File: src/rtl/btn_debouncer.sv
// btn_debouncer
//   Push-button conditioner. Every raw pin goes through a two-flop
//   synchronizer and an independent debounce FSM that produces a clean
//   level, a one-clock press pulse and an auto-repeat pulse train.
//   All logic runs on ClkPort; Reset is asynchronous and active-high.

// ---------------------------------------------------------------------------
// btn_debounce_fsm
//   One button's qualifier. It sees only the synchronized level i_s.
//
//   state | meaning
//   ------+-------------------------------------------------------------
//   INI   | idle, button released, waiting for i_s to go high
//   WQ    | i_s high, counting the debounce window before accepting
//   SCEN  | press accepted: one clock of o_scen and o_mcen
//   HOLD  | pressed and held, counting toward the next repeat pulse
//   MCEN  | repeat interval elapsed: one clock of o_mcen
//   CCR   | i_s low while pressed, counting the release debounce window
// ---------------------------------------------------------------------------
module btn_debounce_fsm #(
  parameter int DEBOUNCE_CYCLES = 2_000_000,
  parameter int REPEAT_CYCLES   = 25_000_000,
  parameter int CNT_W           = 25
) (
  input  logic ClkPort,
  input  logic Reset,
  input  logic i_s,
  output logic o_db,
  output logic o_scen,
  output logic o_mcen
);

  localparam logic [2:0] ST_INI  = 3'd0;
  localparam logic [2:0] ST_WQ   = 3'd1;
  localparam logic [2:0] ST_SCEN = 3'd2;
  localparam logic [2:0] ST_HOLD = 3'd3;
  localparam logic [2:0] ST_MCEN = 3'd4;
  localparam logic [2:0] ST_CCR  = 3'd5;

  // Terminal counts: the window is DEBOUNCE_CYCLES/REPEAT_CYCLES clocks
  // counted from zero, so the compare is against N-1.
  localparam logic [CNT_W-1:0] DB_TC  = CNT_W'(DEBOUNCE_CYCLES - 1);
  localparam logic [CNT_W-1:0] REP_TC = CNT_W'(REPEAT_CYCLES - 1);
  localparam logic [CNT_W-1:0] CNT_1  = CNT_W'(1);

  logic [2:0]       r_state;
  logic [CNT_W-1:0] r_cnt;
  logic [2:0]       w_state_nxt;
  logic [CNT_W-1:0] w_cnt_nxt;
  logic             w_db_tc;
  logic             w_rep_tc;

  assign w_db_tc  = (r_cnt == DB_TC);
  assign w_rep_tc = (r_cnt == REP_TC);

  // Next-state and counter update. The counter is cleared on every state
  // change and on every terminal compare, so it never wraps.
  always_comb begin
    w_state_nxt = r_state;
    w_cnt_nxt   = r_cnt;
    case (r_state)
      ST_INI: begin
        if (i_s) begin
          w_state_nxt = ST_WQ;
          w_cnt_nxt   = '0;
        end
      end
      ST_WQ: begin
        if (!i_s) begin
          w_state_nxt = ST_INI;
          w_cnt_nxt   = '0;
        end else if (w_db_tc) begin
          w_state_nxt = ST_SCEN;
          w_cnt_nxt   = '0;
        end else begin
          w_cnt_nxt = r_cnt + CNT_1;
        end
      end
      ST_SCEN: begin
        w_state_nxt = ST_HOLD;
        w_cnt_nxt   = '0;
      end
      ST_HOLD: begin
        // A release seen in the same clock as the repeat expiry wins:
        // go debounce the release and drop the repeat pulse.
        if (!i_s) begin
          w_state_nxt = ST_CCR;
          w_cnt_nxt   = '0;
        end else if (w_rep_tc) begin
          w_state_nxt = ST_MCEN;
          w_cnt_nxt   = '0;
        end else begin
          w_cnt_nxt = r_cnt + CNT_1;
        end
      end
      ST_MCEN: begin
        w_state_nxt = ST_HOLD;
        w_cnt_nxt   = '0;
      end
      ST_CCR: begin
        // Release bounce puts us back in HOLD with a fresh repeat interval.
        if (i_s) begin
          w_state_nxt = ST_HOLD;
          w_cnt_nxt   = '0;
        end else if (w_db_tc) begin
          w_state_nxt = ST_INI;
          w_cnt_nxt   = '0;
        end else begin
          w_cnt_nxt = r_cnt + CNT_1;
        end
      end
      default: begin
        w_state_nxt = ST_INI;
        w_cnt_nxt   = '0;
      end
    endcase
  end

  // State and counter registers, aborted immediately by Reset.
  always_ff @(posedge ClkPort or posedge Reset) begin
    if (Reset) begin
      r_state <= ST_INI;
      r_cnt   <= '0;
    end else begin
      r_state <= w_state_nxt;
      r_cnt   <= w_cnt_nxt;
    end
  end

  // Moore outputs: decoded from the state register only.
  always_comb begin
    o_db   = 1'b0;
    o_scen = 1'b0;
    o_mcen = 1'b0;
    case (r_state)
      ST_SCEN: begin
        o_db   = 1'b1;
        o_scen = 1'b1;
        o_mcen = 1'b1;
      end
      ST_HOLD: o_db = 1'b1;
      ST_MCEN: begin
        o_db   = 1'b1;
        o_mcen = 1'b1;
      end
      ST_CCR:  o_db = 1'b1;
      default: begin
        o_db   = 1'b0;
        o_scen = 1'b0;
        o_mcen = 1'b0;
      end
    endcase
  end

endmodule

// ---------------------------------------------------------------------------
// btn_debouncer: synchronizer bank plus one debounce FSM per button.
// ---------------------------------------------------------------------------
module btn_debouncer #(
  parameter int N_BTN           = 5,
  parameter int DEBOUNCE_CYCLES = 2_000_000,
  parameter int REPEAT_CYCLES   = 25_000_000
) (
  input  logic             ClkPort,
  input  logic             Reset,
  input  logic [N_BTN-1:0] btn_raw,
  output logic [N_BTN-1:0] btn_db,
  output logic [N_BTN-1:0] btn_scen,
  output logic [N_BTN-1:0] btn_mcen
);

  localparam int CNT_MAX = (DEBOUNCE_CYCLES > REPEAT_CYCLES) ? DEBOUNCE_CYCLES
                                                             : REPEAT_CYCLES;
  localparam int CNT_W   = (CNT_MAX > 1) ? $clog2(CNT_MAX) : 1;

  logic [N_BTN-1:0] r_sync1;
  logic [N_BTN-1:0] r_sync2;

  // Two-flop synchronizer; the FSMs only ever look at r_sync2.
  always_ff @(posedge ClkPort or posedge Reset) begin
    if (Reset) begin
      r_sync1 <= '0;
      r_sync2 <= '0;
    end else begin
      r_sync1 <= btn_raw;
      r_sync2 <= r_sync1;
    end
  end

  for (genvar gi = 0; gi < N_BTN; gi++) begin : g_btn
    btn_debounce_fsm #(
      .DEBOUNCE_CYCLES (DEBOUNCE_CYCLES),
      .REPEAT_CYCLES   (REPEAT_CYCLES),
      .CNT_W           (CNT_W)
    ) u_fsm (
      .ClkPort (ClkPort),
      .Reset   (Reset),
      .i_s     (r_sync2[gi]),
      .o_db    (btn_db[gi]),
      .o_scen  (btn_scen[gi]),
      .o_mcen  (btn_mcen[gi])
    );
  end

endmodule

File: config.mk
export PLATFORM = sky130hd
export DESIGN_NAME = btn_debouncer
export DESIGN_NICKNAME = d
export VERILOG_FILES = /design/src/rtl/btn_debouncer.sv
export SDC_FILE = /design/constraint.sdc
export NUM_CORES = 1
export LEC_CHECK = 0
export BUFFER_PORTS_ARGS = -buffer_cell sky130_fd_sc_hd__buf_2
export CAP_MARGIN = 15
export CORE_UTILIZATION = 51
export DETAILED_ROUTE_END_ITERATION = 7
export PLACE_DENSITY_LB_ADDON = 0.2
export SKIP_LAST_GASP = 1
export SLEW_MARGIN = 10
export SYNTH_ARGS = -nofsm -noshare
export SYNTH_HDL_FRONTEND = slang
export SYNTH_SLANG_ARGS = --single-unit
File: constraint.sdc
create_clock -name ClkPort -period 5.5 [get_ports ClkPort]
set_input_delay 0.825 -clock ClkPort [delete_from_list [all_inputs] [get_ports ClkPort]]
set_output_delay 0.825 -clock ClkPort [all_outputs]
set_load 0.005 [all_outputs]
# == Word level (Yosys, flattened, before mapping) ==
# Index checks and enable logic that the tools add are counted.
# totals
register_bits,150
input_bits,7
elab_cells,182
# classes
add_sub_neg,5
n_eq_ne,55
n_mux,90
n_reduce_logical,20
# op_table
operator,count
25-bit two-way mux,30
25-bit one-hot mux with 4 select lines,5
"25-bit by 1-bit adder with 25-bit output, second input constant",5
"25-bit by 21-bit equality test with 1-bit output, second input constant",5
"25-bit equality test, second input constant",5
3-bit two-way mux,35
3-bit one-hot mux with 5 select lines,5
"3-bit by 2-bit != test with 1-bit output, second input constant",15
"3-bit by 2-bit equality test with 1-bit output, second input constant",10
"3-bit equality test, second input constant",10
4-bit AND reduction,5
4-bit OR reduction,5
"3-bit by 1-bit equality test with 1-bit output, second input constant",5
3-bit logical NOT,5
1-bit two-way mux,15
"2-bit != test, second input constant",5
2-bit OR reduction,5

# == Logic depth before layout (Yosys ltp) ==
# Gate-level depths: netlist (run 1).
# depth
ltp_word,4
depth_mapped,9

# == Hierarchy ==
# From an unflattened synthesis (run 1), not the netlist that was laid out.
# hier_totals
hier_cells,1058
area_unflattened_um2,9196.3
# by_module_without_submodules
mod,n_inst,cells_per_inst,area_per_inst_um2,seq_area_each_um2
btn_debounce_fsm (g_btn[0].u_fsm ...),2,208,1790.5,700.7
btn_debounce_fsm (g_btn[1].u_fsm ...),2,208,1774.2,700.7
btn_debounce_fsm (g_btn[4].u_fsm),1,215,1813.0,700.7
btn_debouncer,1,11,254.0,250.2

# == Worst setup path before layout (run 1) ==
# OpenSTA, ideal clock, no wires.
# synth_timing
path_kind,flip-flop to flip-flop
from,reg g_btn[4].u_fsm.r_cnt[0]
to,reg g_btn[4].u_fsm.r_cnt[10]
setup_time_ns,0.119
arrival_time_ns,2.099
required_time_ns,5.381
setup_slack_ns,3.282
path_stages_with_launch,10
n_path_buf,2
synth_period_minus_slack_ns,2.218
cell_sequence,dfrtp_1 ha_1 nand3_1 or2_1 buf_2 nor3_1 nor2_1 a211oi_4 buf_4 nor2_1
# synth_between
elab_chain_len,4
# synth_lines
item,line_no,text
start: declaration,47,logic [CNT_W-1:0] r_cnt;
start signal: assignment,126,r_cnt <= w_cnt_nxt;
25-bit by 1-bit adder with 25-bit output (tied with other cells),"76, 93, 109",
25-bit two-way mux (on tied branches),"72, 105, 89",
25-bit two-way mux (on tied branches),"102, 69, 86",
25-bit one-hot mux with 4 select lines (*),61,case (r_state)
# Mark *: on every way between the ends. The rest lies on a longest branch, timed or not.
# A chain may end at the register's enable or synchronous reset.

# == Worst setup path after layout (run 1) ==
# layout_timing
from,reg g_btn[1].u_fsm.r_cnt[10]
to,reg g_btn[1].u_fsm.r_cnt[19]
# layout_between
elab_chain_len,4
# layout_lines
item,line_no
start: declaration,47
start signal: assignment,126
25-bit by 1-bit adder with 25-bit output (tied with other cells),"76, 93, 109"
25-bit two-way mux (on tied branches),"72, 105, 89"
25-bit two-way mux (on tied branches),"102, 69, 86"
25-bit one-hot mux with 4 select lines (*),61
# Marks and branches as above.

==> impl_metrics.env, run 1 <==
export IMPL_status="finished clean"
export IMPL_synth_edff_count=0
export IMPL_yosysTopAreaCell="dfrtp_1"
export IMPL_wirelength_um=16200
export IMPL_firstDrtPassIters=5
export IMPL_hpwl_um=10500
export IMPL_vdd_drop_max_mv=0.225
export IMPL_synth_top_cell_area_share_pct=45.1
export IMPL_htreeDepth=4
export IMPL_yosys_most_used_dff="dfrtp_1"
export IMPL_ctsResizeCount=0
export IMPL_grt_pass1_wl_um=28300
export IMPL_cap_violations=0
export IMPL_clk_latency_ns=0.42
export IMPL_fin_crit_ns=2.62
export IMPL_hold_path_class="reg -> reg"
export IMPL_start_kind="flop"
export IMPL_ys_warn_count=0
export IMPL_crit_type="reg -> reg"
export IMPL_path_clk_slew_ns=0.06
export IMPL_fill_cells=1437
export IMPL_drtAntennaViolNets=0
export IMPL_core_area_sq_mm=0.0159
export IMPL_netlist_area_sq_mm=0.00833
export IMPL_grt_overflow_total=0
export IMPL_diodes=0
export IMPL_synth_nets=925
export IMPL_synth_seq_cells=150
export IMPL_cts_setup_buffers=0
export IMPL_io_buffers=21
export IMPL_synth_async_sr_flop_share_pct=100
export IMPL_multiInputGateArea_sq_mm=0.00424
export IMPL_post_dp_cell_area_sq_mm=0.00848
export IMPL_arrival_ns=2.93
export IMPL_synth_area_per_cell_sq_um=9.12
export IMPL_cts_tree="built"
export IMPL_finalClockSkew_ns=0.0113
export IMPL_regArea_sq_mm=0.00375
export IMPL_reg2reg_slack_ns=2.88
export IMPL_die_area_sq_mm=0.0168
export IMPL_path_cells="or4_1 > nor4_1 > nand4_1 > a32o_2 > a21o_1 > a22o_1"
export IMPL_cts_made_buffers=17
export IMPL_final_nets=917
export IMPL_fin_hold_ws_ns=0.348
export IMPL_yosysMostFrequentCell="dfrtp_1"
export IMPL_synth_cell_type_count=72
export IMPL_maxSlewViolCount=0
export IMPL_critPathCaptureType="flop"
export IMPL_slew_headroom_pct=26.6
export IMPL_p_per_area_mw_per_mm2=297
export IMPL_routedWlPerCell_um=14.3
export IMPL_crit_buf_inv=0
export IMPL_drt_iter0_markers=492
export IMPL_synthCells=913
export IMPL_holdBufCountCts=0
export IMPL_track_usage_pct=21.0
export IMPL_grt_max_degree=111
export IMPL_cp_slowest_cell="or4_1"
export IMPL_tns_ns=0
export IMPL_ys_seq_area_share_pct=45.1
export IMPL_fin_area_sq_mm=0.00909
export IMPL_vias=6398
export IMPL_drive_above_1_share_pct=8.82
export IMPL_crit_family="simple AND/OR/NAND/NOR gates"
export IMPL_yosys_top_cells_area="dfrtp_1 (45%), xor2_1 (6.2%), nor2_1 (6.1%), nand2_1 (3.8%), xnor2_1 (3.6%)"
export IMPL_synthToLayoutAreaGrowth_pct=9.13
export IMPL_worst_path_largest_cell_delay_ns=0.54
export IMPL_synthTopCellsByCount="dfrtp_1 (150), nor2_1 (136), nand2_1 (84)"
export IMPL_cts_buffer_depth=2
export IMPL_hold_viol=0
export IMPL_first_global_vias=5874
export IMPL_power_mw=2.70
export IMPL_finalSetupViolCount=0
export IMPL_fmax_mhz=382
export IMPL_p_leak_nw=3.80
export IMPL_die_h_um=130
export IMPL_vias_per_cell=5.64
export IMPL_tightestPinTransition_ns=1.09
export IMPL_antenna_found_initial=0
export IMPL_finalWeightedCongestion=0.841
export IMPL_worstPathRequired_ns=5.81
export IMPL_post_route_period_util_pct=47.6
export IMPL_crit_fanout=34
export IMPL_cts_root_buffer="clkbuf_16"
export IMPL_rows=46
export IMPL_dieWidth_um=130
export IMPL_pin_count=22
export IMPL_clock_sinks=150
export IMPL_start_util_pct=52.3
export IMPL_drc_errors=0
export IMPL_rsz0062_at_grt="no"
cells by family (layout without fill, tap and decap cells):
logic type | Yosys count | in the layout | share of synthesized area, %
DFF | 150 | 150 | 45.1
muxes | 5 | 5 | 0.661
AOI/OAI and AO/OA | 124 | 124 | 10.5
adders and majority gates | 5 | 5 | 0.751
and+or+nand+nor | 466 | 466 | 29.1
buffers and inverters | 70 | 75 | 4.18
xor gates and xnor gates | 93 | 93 | 9.78
area by class of cell:
cell class / instances / area share (%)
clock inverter: 14 / 1.93
clock buffer: 18 / 4.83
timing repair buffer: 26 / 1.57
inverter: 17 / 0.757
multi-input combinational: 693 / 46.7
tap: 216 / 2.97
sequential: 150 / 41.3
sequential cells by signal (all words and copies together) (netlist names):
register and count:
g_btn.u_fsm.r_cnt 125, g_btn.u_fsm.r_state 15, r_sync1 5, r_sync2 5
layer usage:
metal | track usage, % | share of wire [%] | up-vias
met5 | 0 | 0 | -
met4 | 7.52 | 1.4 | 0
met3 | 4.26 | 3.1 | 19
met2 | 32.8 | 46 | 119
met1 | 29.0 | 49 | 3037
li1 | - | - | 3223
per-stage QoR:
step	instances	setup WS (ns)	utilization [%]
6_report	1134	2.88	57.0
5_1_grt	1134	2.63	57.0
4_1_cts	1134	2.86	57.0
3_5_place_dp	1102	2.90	53.2
3_3_place_gp	1102	2.99	53.2
2_1_floorplan	913	0.639	-
cell usage in the layout (no fill, tap or decap), types with 19 or more instances in the layout:
master,count
nand4_1,41
nor3_1,25
dfrtp_1,150
nor2_1,136
nand2_1,84
buf_2,21
and3_1,19
a21oi_1,25
nand3_1,47
xor2_1,59
xnor2_1,34
worst paths after layout:
check | from | end | depth (start not counted)
max in group asynchronous | Reset | g_btn[1].u_fsm.r_state[2] | 3
min in group asynchronous | Reset | g_btn[2].u_fsm.r_state[0] | 2
worst min-delay path | r_sync1[0] | r_sync2[0] | 0
worst max-delay path | g_btn[1].u_fsm.r_cnt[10] | g_btn[1].u_fsm.r_cnt[19] | 6
worst max register to register | g_btn[1].u_fsm.r_cnt[10] | g_btn[1].u_fsm.r_cnt[19] | 6
worst min register to register | r_sync1[0] | r_sync2[0] | 0
where the power goes:
group	leakage (nW)	internal (mW)	switching, mW
registers	2.05	1.15	0.0656
logic	1.46	0.106	0.182
clock network	0.293	0.729	0.472
Note: power is estimated with default switching activity, not from simulation.
==> inputs of run 2 (changes only) <==
ABC_AREA = 1   (was unset)
clock period = 2.1 ns   (was 5.5 ns; I/O delays follow)
==> run 2 against run 1 <==
Die area rose by 19%. Non-clock buffer count is 10 higher. First-iteration DRC count grew 22%. Synthesized cell count grew 58%. Sequential share of layout area fell by 6.3 points. Setup slack worse by 2.7 ns. Critical path depth unchanged. Highest routed layer unchanged. Wire length is 31% higher.
==> impl_metrics.env, run 2 <==
export IMPL_track_usage_pct=23.1
export IMPL_pin_count=22
export IMPL_firstDrtPassIters=5
export IMPL_crit_fanout=5
export IMPL_drc_errors=0
export IMPL_hold_path_class="in -> async"
export IMPL_fin_area_sq_mm=0.0107
export IMPL_combPwrFrac_pct=29.2
export IMPL_yosysMostFrequentCell="nand2_1"
export IMPL_cts_tree="built"
export IMPL_yosysTopAreaCell="dfrtp_1"
export IMPL_post_route_period_util_pct=89.6
export IMPL_path_clk_slew_ns=0.07
export IMPL_synth_cell_type_count=45
export IMPL_slew_headroom_pct=56.7
export IMPL_clock_sinks=150
export IMPL_switching_power_mw=3.24
export IMPL_diodes=0
export IMPL_crit_type="reg -> out"
export IMPL_vias_per_cell=5.10
export IMPL_fin_crit_ns=1.88
export IMPL_post_dp_cell_area_sq_mm=0.0101
export IMPL_clk_latency_ns=0.42
export IMPL_worst_slack_ns=0.219
export IMPL_cts_root_buffer="clkbuf_16"
export IMPL_netlist_area_sq_mm=0.00990
export IMPL_antenna_found_initial=0
export IMPL_die_area_sq_mm=0.0200
export IMPL_internal_power_mw=5.64
export IMPL_p_clk_share_pct=33.2
export IMPL_top_usage_layer="met2"
export IMPL_met2_usage_pct=35.9
export IMPL_ys_warn_count=0
export IMPL_finalSetupViolCount=0
export IMPL_max_flop_register="g_btn.u_fsm.r_cnt"
export IMPL_worstPathRequired_ns=1.78
export IMPL_synth_top_cell_area_share_pct=37.9
export IMPL_cts_made_buffers=17
export IMPL_vdd_drop_max_mv=0.712
export IMPL_dpl_worst_slack_ns=0.223
export IMPL_cts_setup_buffers=0
export IMPL_drive_above_1_share_pct=8.75
export IMPL_swShare_pct=36.5
export IMPL_yosys_top_cells_area="dfrtp_1 (38%), nand2_1 (14%), nor2_1 (9.0%), inv_1 (8.2%), nand3_1 (6.5%)"
export IMPL_cap_violations=0
export IMPL_finalWeightedCongestion=0.875
export IMPL_start_util_pct=52.4
export IMPL_yosys_most_used_dff="dfrtp_1"
export IMPL_p_per_area_mw_per_mm2=828
export IMPL_synth_edff_count=0
export IMPL_critPathCaptureType="primary output"
export IMPL_final_cell_mix="nand2_1 (373), nor2_1 (238), inv_1 (215)"
export IMPL_grt_max_degree=122
export IMPL_grt_overflow_total=0
export IMPL_hold_viol=0
export IMPL_synth_async_sr_flop_share_pct=100
export IMPL_global_route_usage_met3_pct=3.98
export IMPL_rsz0062_at_grt="no"
export IMPL_grt_pass1_wl_um=37500
export IMPL_synthToLayoutAreaGrowth_pct=8.38
export IMPL_wirelength_um=21200
export IMPL_synthCells=1447
export IMPL_maxSlewViolCount=0
export IMPL_die_h_um=141
export IMPL_arrival_ns=1.57
export IMPL_final_nets=1475
export IMPL_htreeDepth=4
export IMPL_synthTopCellsByCount="nand2_1 (373), nor2_1 (238), inv_1 (216)"
export IMPL_routedWlPerCell_um=12.2
export IMPL_grt_use_met1_pct=33.6
export IMPL_drtAntennaViolNets=0
export IMPL_rows=50
export IMPL_synth_nets=1459
export IMPL_core_area_sq_mm=0.0189
export IMPL_dieWidth_um=141
export IMPL_p_leak_nw=5.29
export IMPL_hpwl_um=15400
export IMPL_largest_register_ffs=125
export IMPL_synth_seq_cells=150
export IMPL_top_regs="g_btn.u_fsm.r_cnt (125), g_btn.u_fsm.r_state (15)"
export IMPL_ys_seq_area_share_pct=37.9
export IMPL_vias=8849
export IMPL_fmax_mhz=532
export IMPL_io_buffers=21
export IMPL_tightestPinTransition_ns=0.650
export IMPL_status="finished clean"
export IMPL_synth_area_per_cell_sq_um=6.84
export IMPL_drt_iter0_markers=602
export IMPL_finalClockSkew_ns=0.0102
export IMPL_final_common_cell="nand2_1"
export IMPL_sequentialPowerShare_pct=37.6
export IMPL_first_global_vias=8191
export IMPL_start_kind="flop"
export IMPL_cts_buffer_depth=2
run 2: cell count changes after synthesis, moves of 16 or more:
cell and delta:
clkbuf_1 -22, nor2_1 +102, nor2_2 +19, nand4_1 +36, nand2_1 +289, a21oi_1 -16
xnor2_1 -23, nor4_1 -16, inv_1 +199, nand3_1 +82, xor2_1 -16, and3_1 -19
run 2: area by class of cell:
type | instances | area, sq um
fill | 1806 | 8160
multi-input combinational | 1034 | 5000
sequential | 150 | 3750
inverter | 224 | 851
clock buffer | 18 | 429
tap | 260 | 325
timing repair buffer | 36 | 243
clock inverter | 12 | 131
run 2: power groups by stage:
stage,sequential (mW),clock (mW),combinational (mW)
detailed placement,3.39,0,2.60
CTS,3.34,3.01,2.62
floorplan,3.34,0,2.36
global route,3.38,3.14,2.97
global placement,3.38,0,2.56
finish,3.34,2.95,2.59
run 2: logic make-up (layout without fill, tap and decap cells):
logic type                 after synthesis  in the layout  synth area share [%]
and+or+nand+nor                        922            922                  42.0
buffers and inverters                  263            290                  11.6
DFF                                    150            150                  37.9
xor gates and xnor gates                54             54                  4.78
AOI/OAI and AO/OA                       53             53                  3.07
adders and majority gates                5              5                 0.632
run 2: layer usage:
layer | part of all wire [%] | vias up | wire length [um]
met5 | 0 | - | 0
met4 | 0.68 | 0 | 145
met3 | 3.8 | 13 | 812
met2 | 44 | 173 | 9310
met1 | 52 | 4079 | 10900
li1 | - | 4584 | -
run 2: timing repair:
item / 4_1_cts / 5_1_grt
endpoints found under the setup margin: 0 / 3
gates resized for setup: 0 / 1
hold endpoints to repair: 5 / 0
hold buffers: 5 / 0
run 2: final timing paths:
path,startpoint,to,slack (ns),cells past startpoint
worst min register to register,r_sync1[0],r_sync2[0],0.35,0
min in group ClkPort,r_sync1[0],r_sync2[0],0.35,0
worst max register to register,g_btn[0].u_fsm.r_cnt[0],g_btn[0].u_fsm.r_cnt[13],0.24,8
worst min-delay path,Reset,r_sync1[1],0.005,3
worst max-delay path,g_btn[0].u_fsm.r_state[2],btn_db[0],0.22,6
max in group asynchronous,Reset,g_btn[4].u_fsm.r_state[1],1.54,3
run 2: stage by stage:
stage | hold slack, ns | total power, mW | utilization, % | setup TNS, ns | cells
detailed placement | 0.335 | 5.98 | 53.5 | 0 | 1699
global route | 0.0327 | 9.49 | 56.8 | 0 | 1734
CTS | 0.0130 | 8.97 | 56.8 | 0 | 1734
finish | 0.00488 | 8.88 | 56.8 | 0 | 1734
floorplan | 0.331 | 5.70 | - | -15.60 | 1447
global placement | 0.333 | 5.94 | 53.5 | 0 | 1699
run 2: critical path: stages (launching register included):
cell,delay [ns]
dfrtp_1,0.41
inv_1,0.15
nand2_1,0.08
o21ai_0,0.27
nor2_1,0.07
nand2_1,0.06
buf_2,0.10
